### src/rtl/fetch_top.sv
// FETCH stage: owns the PC, issues imem requests, fills the F/D register; FETCH_PERF_CNT_EN adds perf counters.
// Latency: 1 cycle from imem_ready to out_valid; 1 instr/cycle on back-to-back hits.
// Backpressure: stall holds PC and F/D; a hit under stall parks in a one-entry skid (HELD, no new request).

`ifndef ADDR_SIZE
`define ADDR_SIZE 32
`endif
`ifndef INSTR_SIZE
`define INSTR_SIZE 32
`endif

module fetch_top #(
    parameter logic [`ADDR_SIZE-1:0]  RESET_PC  = 32'h0000_1000,
    parameter logic [`INSTR_SIZE-1:0] NOP_INSTR = 32'h0000_0000
) (
    input  logic                    clk,
    input  logic                    reset,
    input  logic                    stall,
    input  logic                    is_jump,
    input  logic [`ADDR_SIZE-1:0]   jump_addr,
    input  logic                    branch,
    input  logic [`ADDR_SIZE-1:0]   branch_addr,
    output logic                    imem_req,
    output logic [`ADDR_SIZE-1:0]   imem_addr,
    input  logic                    imem_ready,
    input  logic [`INSTR_SIZE-1:0]  imem_data,
    output logic [`ADDR_SIZE-1:0]   out_pc,
    output logic [`INSTR_SIZE-1:0]  out_instruction,
    output logic                    out_valid
`ifdef FETCH_PERF_CNT_EN
    ,
    output logic [31:0]             perf_fetched,
    output logic [31:0]             perf_wait
`endif
);

    typedef enum logic [1:0] {
        ST_FETCH  = 2'd0,
        ST_SQUASH = 2'd1,
        ST_HELD   = 2'd2
    } state_t;

    localparam logic [`ADDR_SIZE-1:0] PC_STEP = `ADDR_SIZE'(4);

    state_t                   state, state_nxt;
    logic [`ADDR_SIZE-1:0]    pc, pc_nxt;
    logic [`ADDR_SIZE-1:0]    sq_addr, sq_addr_nxt;
    logic [`ADDR_SIZE-1:0]    skid_pc, skid_pc_nxt;
    logic [`INSTR_SIZE-1:0]   skid_instr, skid_instr_nxt;
    logic [`ADDR_SIZE-1:0]    fd_pc_nxt;
    logic [`INSTR_SIZE-1:0]   fd_instr_nxt;
    logic                     fd_vld_nxt;

    logic                     redirect;
    logic [`ADDR_SIZE-1:0]    target;
    logic                     req_open;

    // Branch resolves in M and must win even under a decode hazard stall.
    assign redirect = branch | (is_jump & ~stall);
    assign target   = branch ? branch_addr : jump_addr;

    assign imem_req  = ~reset & (state != ST_HELD);
    assign imem_addr = (state == ST_SQUASH) ? sq_addr : pc;
    assign req_open  = imem_req & ~imem_ready;

    always_ff @(posedge clk or posedge reset) begin
        if (reset) begin
            state           <= ST_FETCH;
            pc              <= RESET_PC;
            sq_addr         <= RESET_PC;
            skid_pc         <= '0;
            skid_instr      <= NOP_INSTR;
            out_pc          <= '0;
            out_instruction <= NOP_INSTR;
            out_valid       <= 1'b0;
        end else begin
            state           <= state_nxt;
            pc              <= pc_nxt;
            sq_addr         <= sq_addr_nxt;
            skid_pc         <= skid_pc_nxt;
            skid_instr      <= skid_instr_nxt;
            out_pc          <= fd_pc_nxt;
            out_instruction <= fd_instr_nxt;
            out_valid       <= fd_vld_nxt;
        end
    end

    // The HELD state doubles as the skid-full flag; leaving HELD empties it.
    always_comb begin
        state_nxt      = state;
        pc_nxt         = pc;
        sq_addr_nxt    = sq_addr;
        skid_pc_nxt    = skid_pc;
        skid_instr_nxt = skid_instr;
        fd_pc_nxt      = out_pc;
        fd_instr_nxt   = out_instruction;
        fd_vld_nxt     = out_valid;

        if (redirect) begin
            pc_nxt         = target;
            fd_pc_nxt      = target;
            fd_instr_nxt   = NOP_INSTR;
            fd_vld_nxt     = 1'b0;
            skid_pc_nxt    = '0;
            skid_instr_nxt = NOP_INSTR;
            if (req_open) begin
                // Memory still owes a reply to the old address; keep presenting it.
                state_nxt   = ST_SQUASH;
                sq_addr_nxt = imem_addr;
            end else begin
                state_nxt   = ST_FETCH;
            end
        end else begin
            case (state)
                ST_FETCH: begin
                    if (imem_ready) begin
                        pc_nxt = pc + PC_STEP;
                        if (!stall) begin
                            fd_pc_nxt    = pc;
                            fd_instr_nxt = imem_data;
                            fd_vld_nxt   = 1'b1;
                        end else begin
                            skid_pc_nxt    = pc;
                            skid_instr_nxt = imem_data;
                            state_nxt      = ST_HELD;
                        end
                    end else if (!stall) begin
                        fd_instr_nxt = NOP_INSTR;
                        fd_vld_nxt   = 1'b0;
                    end
                end
                ST_SQUASH: begin
                    if (imem_ready) begin
                        state_nxt = ST_FETCH;
                    end
                    if (!stall) begin
                        fd_instr_nxt = NOP_INSTR;
                        fd_vld_nxt   = 1'b0;
                    end
                end
                ST_HELD: begin
                    if (!stall) begin
                        fd_pc_nxt      = skid_pc;
                        fd_instr_nxt   = skid_instr;
                        fd_vld_nxt     = 1'b1;
                        skid_pc_nxt    = '0;
                        skid_instr_nxt = NOP_INSTR;
                        state_nxt      = ST_FETCH;
                    end
                end
                default: begin
                    state_nxt = ST_FETCH;
                end
            endcase
        end
    end

`ifdef FETCH_PERF_CNT_EN
    // F/D is rewritten only when not stalled; a redirect always loads a bubble.
    always_ff @(posedge clk or posedge reset) begin
        if (reset) begin
            perf_fetched <= '0;
            perf_wait    <= '0;
        end else begin
            if (fd_vld_nxt && !stall && !redirect) begin
                perf_fetched <= perf_fetched + 32'd1;
            end
            if (req_open) begin
                perf_wait <= perf_wait + 32'd1;
            end
        end
    end
`endif

endmodule

### config.mk
export PLATFORM = sky130hd
export DESIGN_NAME = fetch_top
export DESIGN_NICKNAME = d
export VERILOG_FILES = /design/src/rtl/fetch_top.sv
export SDC_FILE = /design/constraint.sdc
export NUM_CORES = 1
export LEC_CHECK = 0
export BUFFER_PORTS_ARGS = -buffer_cell sky130_fd_sc_hd__clkbuf_2
export CAP_MARGIN = 10
export CORE_MARGIN = 2
export CORE_UTILIZATION = 45
export DETAILED_ROUTE_END_ITERATION = 10
export PLACE_DENSITY_LB_ADDON = 0.25
export SYNTH_ARGS = -nofsm -noshare
export SYNTH_HDL_FRONTEND = slang
export SYNTH_SLANG_ARGS = --single-unit
### constraint.sdc
create_clock -name clk -period 7.45 [get_ports clk]
set_input_delay 1.1175 -clock clk [delete_from_list [all_inputs] [get_ports clk]]
set_output_delay 1.1175 -clock clk [all_outputs]
set_load 0.005 [all_outputs]
* Yosys cells after proc, flatten, opt, wreduce, memory -nomap -nowiden *
Cells that the tools add are included.
Widths: inputs -> output; s select.

storage, ports and cells
  input bits = 102
  word-level logic and storage cells = 73
  output and inout port bits = 98
  flip-flop bits (word level) = 195

cells by class
  eq/ne operators = 9
  multiplexer cells = 37
  reductions and logical operators = 11
  add/subtract/negate cells = 1
  bitwise logic cells = 7

operators with widths
  cell                   count
  $mux 32                21
  $pmux 32 s2            3
  $pmux 32 s3            1
  $add 32x3->32 const B  1
  $ne 3x3->1 const B     5
  $reduce_and 4->1       3
  $mux 2                 5
  $pmux 2 s3             1
  $mux 1                 5
  $ne 4x4->1 const B     1
  $reduce_and 2->1       2
  $reduce_bool 2->1      2
  $reduce_bool 4->1      1
  $and 1x1->1            3
  $not 1->1              3
  $pmux 1 s3             1
  $reduce_and 3->1       1
  $reduce_bool 3->1      1
  $eq 2x1->1 const B     1
  $eq 2x2->1 const B     1
  $logic_not 2->1        1
  $ne 2x2->1 const B     1
  $or 1x1->1             1

* Depth between registers and ports, before layout *
  word-level depth = 5
  depth in mapped cells = 9
  depth with buffers taken out = 7

* Worst setup path before layout *
No wires, ideal clock.

  path type = input port to flip-flop
  from = input port imem_ready
  to = register out_pc[0]
  cell stages on the path = 6
  path buffers = 2
  setup time = 0.125 ns
  data arrival time = 2.609 ns
  required time = 7.325 ns
  slack = 4.716 ns
  cells stage by stage = clkbuf_1 -> and2_0 -> a211o_1 -> a21oi_1 -> buf_2 -> mux2_2

on the way
  longest elaborated chain between the ends = 2

ends and longest elaborated chain
  element                            RTL line  source
  from (decl)                        25        input logic imem_ready,
  $ne 3x3->1 (no source line)        n/a
  $reduce_and 4->1 (no source line)  n/a
  to (signal assigned)               82        out_pc <= fd_pc_nxt;
  to (decl)                          27        output logic [`ADDR_SIZE-1:0] out_pc,

No other way between the ends.
A chain may end at the register's enable or synchronous reset.

* Worst setup path after layout *
  from = input port imem_ready
  to = register out_pc[6]

Same word-level chain as after synthesis.

==> flow_summary.json <==
{
  "cp-start-kind": "input pin",
  "finalSetupViolCount": 0,
  "critical_path_class": "input pin to flop",
  "cp_data_arrival_time_ns": 4.03,
  "viasPerCell": 5.792,
  "max_cap_violations": 0,
  "cts.htree.levels": 4,
  "end_kind": "flop",
  "synth_area_leaders": "dfrtp_1 (45%), mux2_2 (9.2%), mux2i_1 (8.7%)",
  "n_antenna_cell": 0,
  "drtAntennaViolNets": 0,
  "syn_inst": 1097,
  "insertion_delay_ns": 0.44,
  "grt_overflow": 0,
  "core_um2": 23330,
  "leakage_uw": 0.005775,
  "ys_seq_area_share_pct": 45.93,
  "hold_buffers": 0,
  "holdWs_ns": 0.4968,
  "finalClockSkew_ns": 0.01088,
  "r2r_slack_ns": 3.94,
  "antenna_found_initial": 0,
  "numCtsBuffers": 17,
  "yosysTopAreaCell": "dfrtp_1",
  "r2r_end": "out_instruction[0]",
  "clock_path_buffers": 2,
  "worstMarginPinSlew_ns": 1.178,
  "drt_pass1_iterations": 5,
  "routed_wl_um": 29820,
  "drt-initial-drc-count": 853,
  "async_flop_share_pct": 100.0,
  "nets": 1338,
  "hpwl_um": 19040,
  "peakVddDrop_v": 0.0001347,
  "syn_avg_cell_area_um2": 9.690,
  "synth_top_flop_cell": "dfrtp_1",
  "remaining_drc_errors": 0,
  "synth_edf_count": 0,
  "crit_path_cell_trace": "clkbuf_2 -> and2_0 -> a211o_1 -> a21oi_4 -> buf_4 -> mux2_2",
  "min_path_type": "flop to flop",
  "wl_met1_um": 13340,
  "port_buffers": 199,
  "initial_utilization_pct": 45.56,
  "cts_setup_buffers": 0,
  "root_buffer": "clkbuf_16",
  "die_h_um": 157.7,
  "dr_wl_met2_um": 13970,
  "reg2reg_depth": 9,
  "tns_ns": 0,
  "ios": 200,
  "grt_max_degree": 130,
  "vias": 9058,
  "area_growth_pct": 16.65,
  "slew_viol_final": 0,
  "synth_common_cells": "dfrtp_1 (193), nand2_1 (114), mux2i_1 (92), mux2_2 (87), o21ai_0 (79)",
  "top_layer": "met4",
  "p_total_uw": 3124,
  "routedWlPerCell_um": 19.07,
  "fin_util_pct": 53.15,
  "finalHoldViolations": 0,
  "dr_wl_met3_um": 1975,
  "slew-limit-headroom_pct": 21.41,
  "cp_slowest_cell": "and2_0",
  "cts_sinks": 195,
  "fp.dieW_um": 157.7,
  "cp_max_fo": 38,
  "die_area_um2": 24870,
  "crit_start": "imem_ready",
  "status": "finished clean",
  "critPathRequiredTime_ns": 7.77,
  "synth-seq-cells": 195,
  "endpoint": "out_pc[6]",
  "clk_pin_slew_ns": 0.08,
  "routabilityCongestion": 0.8676,
  "powerDensity_nw_per_um2": 251.9,
  "grt_util_all_layers_pct": 24.22,
  "grt_pass1_vias": 8827,
  "yosysMostFrequentCell": "dfrtp_1",
  "netlist-cell-type-count": 53,
  "r2r_start": "state[0]",
  "synth_top_area_share_pct": 45.43,
  "post-route-period-util_pct": 49.84,
  "num_rows": 56,
  "fin_crit_ns": 3.713,
  "slowest_delay_ns": 0.62,
  "max_freq_ghz": 0.2693,
  "cts_tree": "yes",
  "cts-resized-gates": 0,
  "grt_first_pass_wirelength_um": 47540,
  "syn_nets": 1203,
  "syn_area_um2": 10630,
  "rsz0062_at_grt": "no",
  "ys_warn_count": 0,
  "drive_gt1_share_pct": 28.27
}
==> report_power, final <==
part,switching (µW),total (µW),internal [µW]
registers,138,1380,1240
clock network,460,942,482
logic,449,804,355
total,1050,3120,2080
==> metrics by stage <==
step	worst slack, ns	instances	instance area [µm²]
floorplan	1.024	1097	10630
global placement	3.351	1532	11810
detailed placement	3.298	1532	11810
CTS	3.773	1564	12400
global route	3.595	1564	12400
finish	3.737	1564	12400
==> kinds of logic (layout without fill, tap and decap cells) <==
group	count (synthesis)	count (layout)	synth area share, %
buffers and inverters	172	320	6.332
adders and majority gates	4	4	0.4708
muxes	179	179	17.88
DFF	195	195	45.93
AOI/OAI and AO/OA	300	300	18.16
xor gates and xnor gates	6	6	0.4943
and+or+nand+nor	241	241	10.73
==> state kept, by name (all words and copies together), names as in the netlist <==
signal and count:
out_valid 1, sq_addr 32, out_pc 32, out_instruction 32
skid_pc 32, skid_instr 32, pc 32, state 2
==> per-layer routing <==
layer,global-route usage (%),vias up
met5,0,-
met4,7.056,0
met2,38.70,348
li1,-,4209
met3,4.763,36
met1,33.47,4465
==> worst max-delay path, delay by kind of cell <==
kind	cells	cell delay, ns
compound gates	2	1.00
mux	1	0.37
buf+inv	2	0.88
simple gates	1	0.62
==> placed cells by master, fill, tap and decap left out, drive strengths merged, types with 9 or more instances in the layout <==
master	synthesis	final
nand2	114	114
dfrtp	193	193
mux2	87	87
nand3	15	15
nor2	33	33
a221oi	30	30
nand4	11	11
a2bb2oi	10	10
a22oi	25	25
a211oi	9	9
nor3	12	12
a31oi	19	19
mux2i	92	92
o21ai	79	79
nor3b	13	13
o31ai	29	29
buf	29	13
nor2b	11	11
inv	76	84
clkbuf	67	217
a21oi	70	70
==> area by class of cell <==
| cell class | count | area [µm²] |
|---|---|---|
| Multi-Input combinational cell | 730 | 5140 |
| Timing Repair Buffer | 212 | 1094 |
| Fill cell | 2130 | 10930 |
| Clock inverter | 14 | 163.9 |
| Sequential cell | 195 | 4882 |
| Inverter | 76 | 292.8 |
| Clock buffer | 18 | 429.2 |
| Tap cell | 319 | 399.1 |
==> worst min-delay path by stage <==
stage	slack [ns]	from	cells past startpoint	end
4_1_cts	0.50	out_pc[15]	2	out_pc[15]
6_report	0.50	out_pc[15]	2	out_pc[15]
2_1_floorplan	0.47	out_pc[15]	2	out_pc[15]
5_1_grt	0.51	out_pc[16]	1	out_pc[16]
3_5_place_dp	0.48	out_pc[15]	2	out_pc[15]
3_3_place_gp	0.46	out_pc[22]	1	out_pc[22]
(Power assumes the default switching activity.)
